### src/rtl/mac_sched_pkg.sv
// Shared types for the MAC tile scheduler: FSM state encoding and the
// {valid, first, last} tag that travels alongside the multiplier pipeline.
package mac_sched_pkg;

  // Scheduler state encoding (plain constants so legacy code can compare raw bits)
  typedef logic [1:0] sched_state_t;

  localparam sched_state_t ST_IDLE  = 2'd0;
  localparam sched_state_t ST_ISSUE = 2'd1;
  localparam sched_state_t ST_DRAIN = 2'd2;
  localparam sched_state_t ST_DONE  = 2'd3;

  // Tag carried down the latency-matching pipe
  typedef struct packed {
    logic valid;
    logic first;
    logic last;
  } tag_t;

  localparam tag_t TAG_NONE = tag_t'(3'b000);

  // Build a tag; first/last are only meaningful together with valid
  function automatic tag_t make_tag(input logic valid, input logic first, input logic last);
    tag_t t;
    t.valid = valid;
    t.first = valid & first;
    t.last  = valid & last;
    return t;
  endfunction

endpackage

### src/rtl/tile_idx_counter.sv
// Three-level nested tile index counter (m outer, n middle, k inner).
// Limits are supplied as "count minus one"; the indices wrap back to zero
// after the last tile so a finished job leaves the counter at (0,0,0).
module tile_idx_counter
  import mac_sched_pkg::*;
#(
  parameter int CNT_W = 8
) (
  input  logic             clk,
  input  logic             reset,
  input  logic             clear,
  input  logic             inc,
  input  logic [CNT_W-1:0] m_max,
  input  logic [CNT_W-1:0] k_max,
  input  logic [CNT_W-1:0] n_max,
  output logic [CNT_W-1:0] m_idx,
  output logic [CNT_W-1:0] k_idx,
  output logic [CNT_W-1:0] n_idx,
  output logic             k_first,
  output logic             k_wrap,
  output logic             all_last
);

  localparam logic [CNT_W-1:0] IDX_ZERO = {CNT_W{1'b0}};
  localparam logic [CNT_W-1:0] IDX_ONE  = {{(CNT_W-1){1'b0}}, 1'b1};

  logic [CNT_W-1:0] m_idx_r;
  logic [CNT_W-1:0] k_idx_r;
  logic [CNT_W-1:0] n_idx_r;
  logic             m_last_s;
  logic             k_last_s;
  logic             n_last_s;

  assign m_last_s = (m_idx_r == m_max);
  assign k_last_s = (k_idx_r == k_max);
  assign n_last_s = (n_idx_r == n_max);

  assign m_idx    = m_idx_r;
  assign k_idx    = k_idx_r;
  assign n_idx    = n_idx_r;
  assign k_first  = (k_idx_r == IDX_ZERO);
  assign k_wrap   = inc & k_last_s;
  assign all_last = m_last_s & k_last_s & n_last_s;

  // Advance k every increment; carry into n on k wrap, into m on n wrap
  always_ff @(posedge clk or posedge reset) begin
    if (reset) begin
      m_idx_r <= IDX_ZERO;
      k_idx_r <= IDX_ZERO;
      n_idx_r <= IDX_ZERO;
    end else if (clear) begin
      m_idx_r <= IDX_ZERO;
      k_idx_r <= IDX_ZERO;
      n_idx_r <= IDX_ZERO;
    end else if (inc) begin
      if (k_last_s) begin
        k_idx_r <= IDX_ZERO;
        if (n_last_s) begin
          n_idx_r <= IDX_ZERO;
          if (m_last_s) begin
            m_idx_r <= IDX_ZERO;
          end else begin
            m_idx_r <= m_idx_r + IDX_ONE;
          end
        end else begin
          n_idx_r <= n_idx_r + IDX_ONE;
        end
      end else begin
        k_idx_r <= k_idx_r + IDX_ONE;
      end
    end else begin
      m_idx_r <= m_idx_r;
      k_idx_r <= k_idx_r;
      n_idx_r <= n_idx_r;
    end
  end

endmodule

### src/rtl/mac_tile_scheduler.sv
// Sequences one GEMM job over the multiplier array: walks (m,k,n) tiles with
// k innermost, requests operands, drives the array enables and delays the
// first/last accumulator tags by the array latency so they line up with data.
module mac_tile_scheduler
  import mac_sched_pkg::*;
#(
  parameter int TILE_M  = 4,
  parameter int TILE_K  = 8,
  parameter int TILE_N  = 4,
  parameter int CNT_W   = 8,
  parameter int MUL_LAT = 1
) (
  input  logic             clk,
  input  logic             reset,
  input  logic             cfg_valid,
  output logic             cfg_ready,
  input  logic [CNT_W-1:0] cfg_m_tiles,
  input  logic [CNT_W-1:0] cfg_k_tiles,
  input  logic [CNT_W-1:0] cfg_n_tiles,
  output logic             fetch_valid,
  input  logic             fetch_ready,
  output logic [CNT_W-1:0] fetch_m_idx,
  output logic [CNT_W-1:0] fetch_k_idx,
  output logic [CNT_W-1:0] fetch_n_idx,
  output logic             array_enable,
  output logic [1:0]       array_in_valid,
  output logic             acc_valid,
  output logic             acc_first,
  output logic             acc_last,
  output logic             busy,
  output logic             done
);

  localparam logic [CNT_W-1:0] CNT_ZERO = {CNT_W{1'b0}};
  localparam logic [CNT_W-1:0] CNT_ONE  = {{(CNT_W-1){1'b0}}, 1'b1};

  // Drain counter runs MUL_LAT-1 down to 0
  localparam int                 DRAIN_W    = (MUL_LAT > 1) ? $clog2(MUL_LAT) : 1;
  localparam logic [DRAIN_W-1:0] DRAIN_INIT = DRAIN_W'(MUL_LAT - 1);
  localparam logic [DRAIN_W-1:0] DRAIN_ZERO = {DRAIN_W{1'b0}};
  localparam logic [DRAIN_W-1:0] DRAIN_ONE  = {{(DRAIN_W-1){1'b0}}, 1'b1};

  sched_state_t     state_r;
  sched_state_t     state_nx_s;
  logic [CNT_W-1:0] m_cnt_r;
  logic [CNT_W-1:0] k_cnt_r;
  logic [CNT_W-1:0] n_cnt_r;
  logic [CNT_W-1:0] m_max_s;
  logic [CNT_W-1:0] k_max_s;
  logic [CNT_W-1:0] n_max_s;
  logic [DRAIN_W-1:0] drain_r;
  tag_t             tag_pipe_r [MUL_LAT];
  tag_t             tag_in_s;

  logic cfg_hs_s;
  logic any_zero_s;
  logic fetch_valid_s;
  logic fetch_hs_s;
  logic k_first_s;
  logic k_wrap_s;
  logic all_last_s;

  assign cfg_hs_s      = cfg_valid & (state_r == ST_IDLE);
  assign any_zero_s    = (cfg_m_tiles == CNT_ZERO) | (cfg_k_tiles == CNT_ZERO) |
                         (cfg_n_tiles == CNT_ZERO);
  assign fetch_valid_s = (state_r == ST_ISSUE);
  assign fetch_hs_s    = fetch_valid_s & fetch_ready;

  // Limits are compared at CNT_W bits so a count of 2^CNT_W-1 still works
  assign m_max_s = m_cnt_r - CNT_ONE;
  assign k_max_s = k_cnt_r - CNT_ONE;
  assign n_max_s = n_cnt_r - CNT_ONE;

  tile_idx_counter #(
    .CNT_W(CNT_W)
  ) u_idx (
    .clk      (clk),
    .reset    (reset),
    .clear    (cfg_hs_s),
    .inc      (fetch_hs_s),
    .m_max    (m_max_s),
    .k_max    (k_max_s),
    .n_max    (n_max_s),
    .m_idx    (fetch_m_idx),
    .k_idx    (fetch_k_idx),
    .n_idx    (fetch_n_idx),
    .k_first  (k_first_s),
    .k_wrap   (k_wrap_s),
    .all_last (all_last_s)
  );

  // Latch the job descriptor on the config handshake only
  always_ff @(posedge clk or posedge reset) begin
    if (reset) begin
      m_cnt_r <= CNT_ZERO;
      k_cnt_r <= CNT_ZERO;
      n_cnt_r <= CNT_ZERO;
    end else if (cfg_hs_s) begin
      m_cnt_r <= cfg_m_tiles;
      k_cnt_r <= cfg_k_tiles;
      n_cnt_r <= cfg_n_tiles;
    end else begin
      m_cnt_r <= m_cnt_r;
      k_cnt_r <= k_cnt_r;
      n_cnt_r <= n_cnt_r;
    end
  end

  // Next-state logic: IDLE -> ISSUE -> DRAIN -> DONE -> IDLE (empty jobs skip to DONE)
  always_comb begin
    state_nx_s = state_r;
    case (state_r)
      ST_IDLE: begin
        if (cfg_hs_s) begin
          if (any_zero_s) begin
            state_nx_s = ST_DONE;
          end else begin
            state_nx_s = ST_ISSUE;
          end
        end else begin
          state_nx_s = ST_IDLE;
        end
      end
      ST_ISSUE: begin
        if (fetch_hs_s && all_last_s) begin
          state_nx_s = ST_DRAIN;
        end else begin
          state_nx_s = ST_ISSUE;
        end
      end
      ST_DRAIN: begin
        if (drain_r == DRAIN_ZERO) begin
          state_nx_s = ST_DONE;
        end else begin
          state_nx_s = ST_DRAIN;
        end
      end
      ST_DONE:  state_nx_s = ST_IDLE;
      default:  state_nx_s = ST_IDLE;
    endcase
  end

  // State register
  always_ff @(posedge clk or posedge reset) begin
    if (reset) begin
      state_r <= ST_IDLE;
    end else begin
      state_r <= state_nx_s;
    end
  end

  // Drain counter: preloaded while issuing, counts down while draining
  always_ff @(posedge clk or posedge reset) begin
    if (reset) begin
      drain_r <= DRAIN_ZERO;
    end else if (state_r == ST_ISSUE) begin
      drain_r <= DRAIN_INIT;
    end else if ((state_r == ST_DRAIN) && (drain_r != DRAIN_ZERO)) begin
      drain_r <= drain_r - DRAIN_ONE;
    end else begin
      drain_r <= drain_r;
    end
  end

  // Tag entering the pipe this cycle; bubbles enter as invalid tags
  assign tag_in_s = make_tag(fetch_hs_s, k_first_s, k_wrap_s);

  // Latency-matching tag pipe: free-runs while busy, flushed in IDLE
  always_ff @(posedge clk or posedge reset) begin
    if (reset) begin
      for (int i = 0; i < MUL_LAT; i++) begin
        tag_pipe_r[i] <= TAG_NONE;
      end
    end else if (state_r == ST_IDLE) begin
      for (int i = 0; i < MUL_LAT; i++) begin
        tag_pipe_r[i] <= TAG_NONE;
      end
    end else begin
      tag_pipe_r[0] <= tag_in_s;
      for (int i = 1; i < MUL_LAT; i++) begin
        tag_pipe_r[i] <= tag_pipe_r[i-1];
      end
    end
  end

  assign cfg_ready      = (state_r == ST_IDLE);
  assign busy           = (state_r != ST_IDLE);
  assign done           = (state_r == ST_DONE);
  assign fetch_valid    = fetch_valid_s;
  assign array_enable   = (state_r != ST_IDLE);
  assign array_in_valid = {fetch_hs_s & k_first_s, fetch_hs_s};
  assign acc_valid      = tag_pipe_r[MUL_LAT-1].valid;
  assign acc_first      = tag_pipe_r[MUL_LAT-1].first;
  assign acc_last       = tag_pipe_r[MUL_LAT-1].last;

endmodule

### config.mk
export PLATFORM = sky130hd
export DESIGN_NAME = mac_tile_scheduler
export DESIGN_NICKNAME = d
export VERILOG_FILES = /design/src/rtl/mac_sched_pkg.sv /design/src/rtl/tile_idx_counter.sv /design/src/rtl/mac_tile_scheduler.sv
export SDC_FILE = /design/constraint.sdc
export NUM_CORES = 1
export LEC_CHECK = 0
export BUFFER_PORTS_ARGS = -buffer_cell sky130_fd_sc_hd__buf_4
export CORE_ASPECT_RATIO = 1.25
export CORE_MARGIN = 2
export CORE_UTILIZATION = 40
export CTS_CLUSTER_SIZE = 8
export DETAILED_ROUTE_END_ITERATION = 10
export HOLD_SLACK_MARGIN = 0.03
export SYNTH_ARGS = -nofsm -noshare
export SYNTH_HDL_FRONTEND = slang
export SYNTH_SLANG_ARGS = --single-unit
### constraint.sdc
create_clock -name clk -period 4.5 [get_ports clk]
set_input_delay 0.675 -clock clk [delete_from_list [all_inputs] [get_ports clk]]
set_output_delay 0.675 -clock clk [all_outputs]
set_load 0.05 [all_outputs]
### Word level (Yosys, flattened, before mapping)

Cells that the tools add are included.

| storage, ports and cells | value |
|---|---|
| output and inout bits | 34 |
| register bits | 54 |
| input port bits | 28 |
| word-level logic and storage cells | 67 |

| operators by class | value |
|---|---|
| muxes and demuxes | 20 |
| eq/ne operators | 6 |
| $add $sub $neg | 7 |
| reduce and logical (&&, ||, !) cells | 14 |
| bitwise logic cells | 9 |

Operators by type and width:

| operator | number |
|---|---|
| $mux 8 | 12 |
| $logic_not 8->1 | 4 |
| $add 8x1->8 const B | 3 |
| $eq 8x8->1 | 3 |
| $sub 8x1->8 const B | 3 |
| $reduce_bool 2->1 | 5 |
| $pmux 2 s4 | 1 |
| $and 1x1->1 | 7 |
| $mux 2 | 3 |
| $eq 2x2->1 const B | 2 |
| $mux 1 | 3 |
| $mux 3 | 1 |
| $reduce_and 3->1 | 1 |
| $eq 2x1->1 const B | 1 |
| $logic_and 1x1->1 | 2 |
| $logic_not 2->1 | 1 |
| $or 1x1->1 | 2 |
| $reduce_and 2->1 | 1 |
| $sub 1x1->1 const B | 1 |

### Logic depth before layout (Yosys ltp)

| depth | value |
|---|---|
| depth in word-level cells | 7 |
| mapped depth | 11 |
| mapped depth without buffers | 10 |

### By module

A second synthesis with hierarchy kept.

| second synthesis, totals | value |
|---|---|
| cells, all modules | 325 |
| area total of the unflattened synthesis | 3264.4 um^2 |

By module, submodules not included:

| module | instances | cells an instance | area each (um^2) |
|---|---|---|---|
| tile_idx_counter | 1 | 178 | 1684.1 |
| mac_tile_scheduler | 1 | 147 | 1580.3 |

### Worst setup path before layout

OpenSTA, ideal clock, no wires.

| path | value |
|---|---|
| path kind | reg2out |
| start point | register state_r[1] |
| end point | output port array_in_valid[1] |
| slack | 0.640 ns |
| cell stages (with the launch flop) | 6 |
| data required time | 3.825 ns |
| data arrival time | 3.185 ns |
| path through | dfrtp_1 > nor2_1 > nand2_1 > inv_1 > nand2_1 > nor4b_1 |

| between the ends | value |
|---|---|
| cells in the longest elaborated chain, start to end | 3 |

RTL lines:

| element | RTL line | RTL |
|---|---|---|
| start: declaration | mac_tile_scheduler.sv:43 | `sched_state_t state_r;` |
| start signal: assignment | mac_tile_scheduler.sv:148 | `state_r <= state_nx_s;` |
| $eq 2x1->1 | mac_tile_scheduler.sv:66 | `assign fetch_valid_s = (state_r == ST_ISSUE);` |
| named net fetch_valid | mac_tile_scheduler.sv:20 | `output logic fetch_valid,` |
| $and 1x1->1 | mac_tile_scheduler.sv:67 | `assign fetch_hs_s = fetch_valid_s & fetch_ready;` |
| named net fetch_hs_s | mac_tile_scheduler.sv:58 | `logic fetch_hs_s;` |
| $and 1x1->1 | mac_tile_scheduler.sv:191 | `assign array_in_valid = {fetch_hs_s & k_first_s, fetch_hs_s};` |
| end: declaration | mac_tile_scheduler.sv:26 | `output logic [1:0] array_in_valid,` |

The timed path passes the listed nets, and every way through them passes these cells.

### Final worst setup path

| path | value |
|---|---|
| start point | register k_cnt_r[0] |
| end point | register u_idx.k_idx_r[7] (netlist: u_idx.k_idx[7]) |

| between the ends | value |
|---|---|
| cells in the longest elaborated chain, start to end | 5 |

RTL lines:

| element | RTL line | RTL |
|---|---|---|
| start: declaration | mac_tile_scheduler.sv:46 | `logic [CNT_W-1:0] k_cnt_r;` |
| start signal: assignment | mac_tile_scheduler.sv:100 | `k_cnt_r <= cfg_k_tiles;` |
| start signal: assignment | mac_tile_scheduler.sv:104 | `k_cnt_r <= k_cnt_r;` |
| $sub 8x1->8 | mac_tile_scheduler.sv:71 | `assign k_max_s = k_cnt_r - CNT_ONE;` |
| $eq 8x8->1 | tile_idx_counter.sv:35 | `assign k_last_s = (k_idx_r == k_max);` |
| $mux 8 | tile_idx_counter.sv:56 | `if (k_last_s) begin` |
| $mux 8 | tile_idx_counter.sv:55 | `end else if (inc) begin` |
| $mux 8 | tile_idx_counter.sv:51 | `end else if (clear) begin` |
| end signal: assignment | tile_idx_counter.sv:69 | `k_idx_r <= k_idx_r + IDX_ONE;` |
| end signal: assignment | tile_idx_counter.sv:73 | `k_idx_r <= k_idx_r;` |
| end: declaration | tile_idx_counter.sv:28 | `logic [CNT_W-1:0] k_idx_r;` |

Every way passes these cells. The select of a mux whose other input is x is not followed.
A chain may end at the register's enable or synchronous reset.

==> metrics.md <==
| Metric | Value |
|---|---|
| Post-Synthesis Cell Area | `0.00336 mm2` |
| FILL cells | `812` |
| Post-cts repair resize count | `0` |
| DR DRC count | `0` |
| Crit-path max FO | `12` |
| Worst R2R End | `u_idx.k_idx[7]` |
| TritonRoute pass-1 iters | `4` |
| GP Congestion | `0.796` |
| Final setup vio count | `0` |
| Synth Net Count | `423` |
| Post-Route Setup TNS | `0 ns` |
| Share of the yosys chip area belonging to registers | `0.402` |
| CTS tree | `built` |
| Hold Crit Depth | `1` |
| Vias in the first global route | `2750` |
| Post-synthesis cell type count | `62` |
| Area delta synth->final | `17.9%` |
| Maximum vdd drop | `0.000260 V` |
| Max-cap violations | `0` |
| RSZ-0062 raised after global routing | `no` |
| Hold_buf cts | `0` |
| Clock slew at reported path FFs | `0.10 ns` |
| Post-Syn Area per Cell | `8.66 um2` |
| Root buffer selected by CTS | `clkbuf_8` |
| Max Root-Sink Buffers | `2` |
| Hold-critical path endpoint | `state_r[0]` |
| Worst r2r src | `k_cnt_r[0]` |
| DP Cell Count | `531` |
| Status | `completed` |
| Final hold violation count | `0` |
| Io pins | `62` |
| Htree depth | `2` |
| Kind of critical path | `reg -> reg` |
| Fin Clk Skew | `0.0101 ns` |
| Ys flop type | `dfrtp_1` |
| Slew Viols, Final | `0` |
| Buffers on Ports | `61` |
| Tot GR Track Use | `0.177` |
| Rel. slew slack | `0.174` |
| Worst Setup Slack post-DPL | `1.59 ns` |
| Die footprint | `0.00916 mm2` |
| Reg2reg setup slack | `1.59 ns` |
| Clock Latency Late Sink | `0.32 ns` |
| Power Density | `420 mW/mm2` |
| Worst Setup Start Kind | `register` |
| Post-layout net count | `476` |
| Post-CTS Setup Repair Bufs | `0` |
| Largest net degree at the start of global routing | `55` |
| Initial Util | `0.410` |
| Initial antenna violation count | `0` |
| CTS buffer count | `5` |
| Worst-margin pin slew | `1.23 ns` |
| Layout cells sized above 1 | `0.190` |
| Ys async rst share | `1.00` |
| CTS sink cnt | `54` |
| Synth Instances | `388` |
| Initial DRC count | `145` |
| Critical Path AT | `3.07 ns` |
| Post-route setup slack | `1.59 ns` |
| Routed vias | `2938` |
| # rows | `37` |
| Die Ht | `107 um` |
| Pleak | `2.00 nW` |
| Core area | `0.00819 mm2` |
| Req. time, crit path | `4.66 ns` |
| Final min period | `2.91 ns` |
| Vias per Instance | `5.45` |
| Fin crit share | `0.646` |
| Ant diodes | `0` |
| Die W | `86 um` |
| Post-synth EDFFs | `0` |
| Final HPWL DP | `5.90 mm` |
| Synthesized flop and latch total | `54` |
| Grt ovf | `0` |
| Routed wire length | `8.00 mm` |
| Min Hold Slack | `0.459 ns` |
| Non-Filler Instances | `539` |
| Area after DPL | `0.00385 mm2` |
| Antenna Violating Nets Remaining | `0` |
| Worst hold path type | `reg -> reg` |
| Post-route cell area | `0.00396 mm2` |
| R2R depth | `9` |
| Max frequency | `344 MHz` |
| CP Capture Type | `register` |
| Syn. warnings | `0` |
| First-pass GRT wire length | `13.0 mm` |
| Hold path start | `drain_r` |
| Drt wl/cell | `14.8 um` |
layout by cell type, fill, tap and decap left out, types with 5 or more instances in the layout:
master | netlist | routed
a21oi_1 | 11 | 11
and3_1 | 7 | 7
buf_4 | 3 | 63
clkbuf_8 | 1 | 5
dfrtp_1 | 54 | 54
ha_1 | 7 | 7
inv_1 | 18 | 17
nand2_1 | 87 | 87
nand2b_1 | 10 | 10
nand3_1 | 8 | 8
nor2_1 | 22 | 22
nor2b_1 | 6 | 6
nor3_1 | 10 | 10
nor4_1 | 9 | 9
o211ai_1 | 6 | 6
o21ai_0 | 21 | 21
o31ai_1 | 6 | 6
xnor2_1 | 17 | 17
xor2_1 | 9 | 9
sequential cells by signal (all words and copies together) (netlist names), 2 cells and up:
signal	count
k_cnt_r	8
m_cnt_r	8
n_cnt_r	8
u_idx.k_idx	8
u_idx.m_idx	8
u_idx.n_idx	8
state_r	2
worst max-delay path: stages, from the launching register on:
cell and delay [ns]:
dfrtp_1 0.44, inv_1 0.08, ha_1 0.23, or2b_1 0.19
nand2b_1 0.06, a221o_1 0.37, o31ai_1 1.01, nor2b_1 0.09
o21ai_0 0.19, o31ai_1 0.09
layer usage:
layer  track usage  wire length, um  vias up
met5             0                0        -
met4        0.0544              119        0
met3        0.0272              258       12
met2         0.316             4130       48
met1         0.218             3490     1421
li1              -                -     1457
worst max path at each step:
stage               start                end  cells after the start
3_5_place_dp   k_cnt_r[0]     u_idx.k_idx[7]                      9
6_report       k_cnt_r[0]     u_idx.k_idx[7]                      9
5_1_grt        k_cnt_r[0]     u_idx.k_idx[5]                      9
3_3_place_gp   k_cnt_r[0]     u_idx.k_idx[7]                      9
2_1_floorplan  state_r[1]  array_in_valid[1]                      5
4_1_cts        k_cnt_r[0]     u_idx.k_idx[7]                      9
per-stage QoR:
step	power (W)	util
floorplan	0.00117	-
global placement	0.00133	0.470
detailed placement	0.00134	0.470
CTS	0.00168	0.484
global route	0.00177	0.484
finish	0.00166	0.484
logic make-up (layout without fill, tap and decap cells):
logic type      Yosys count  after routing  synth area share
flops                    54             54             0.402
fa+ha+maj                 7              7            0.0261
simple gates            191            191             0.291
xor+xnor                 26             26            0.0677
buf+inv                  35             89            0.0506
compound gates           75             75             0.162
synthesized netlist by cell type (all sizes together) (3+ instances only):
library cell	count	area, um2
a21oi	11	55.1
a31oi	3	18.8
a32o	4	40.0
and2	3	18.8
and3	9	58.8
and3b	3	27.5
buf	6	50.0
clkbuf	11	52.5
dfrtp	54	1350
ha	7	87.6
inv	18	67.6
nand2	88	333
nand2b	10	62.6
nand3	8	40.0
nand3b	4	42.5
nand4	3	18.8
nor2	22	82.6
nor2b	6	37.5
nor3	11	66.3
nor3b	4	35.0
nor4	9	56.3
o211ai	6	45.0
o21ai	21	105
o21bai	4	30.0
o31ai	6	45.0
or4	3	26.3
xnor2	17	149
xor2	9	78.8
power breakdown:
group	switching [W]	internal (W)	total [W]
Clock	0.000166	0.000166	0.000332
Sequential	0.000107	0.000553	0.000660
Combinational	0.000417	0.000255	0.000672
Total	0.000690	0.000975	0.00166
area by class of cell:
cell class | count | area, um2 | share of cell area
Multi-Input combinational cell | 299 | 1840 | 0.464
Sequential cell | 54 | 1350 | 0.341
Timing Repair Buffer | 63 | 473 | 0.119
Tap cell | 97 | 121 | 0.0306
Clock buffer | 6 | 72.6 | 0.0183
Inverter | 18 | 67.6 | 0.0170
Clock inverter | 2 | 37.5 | 0.00947
(Power assumes the default switching activity.)
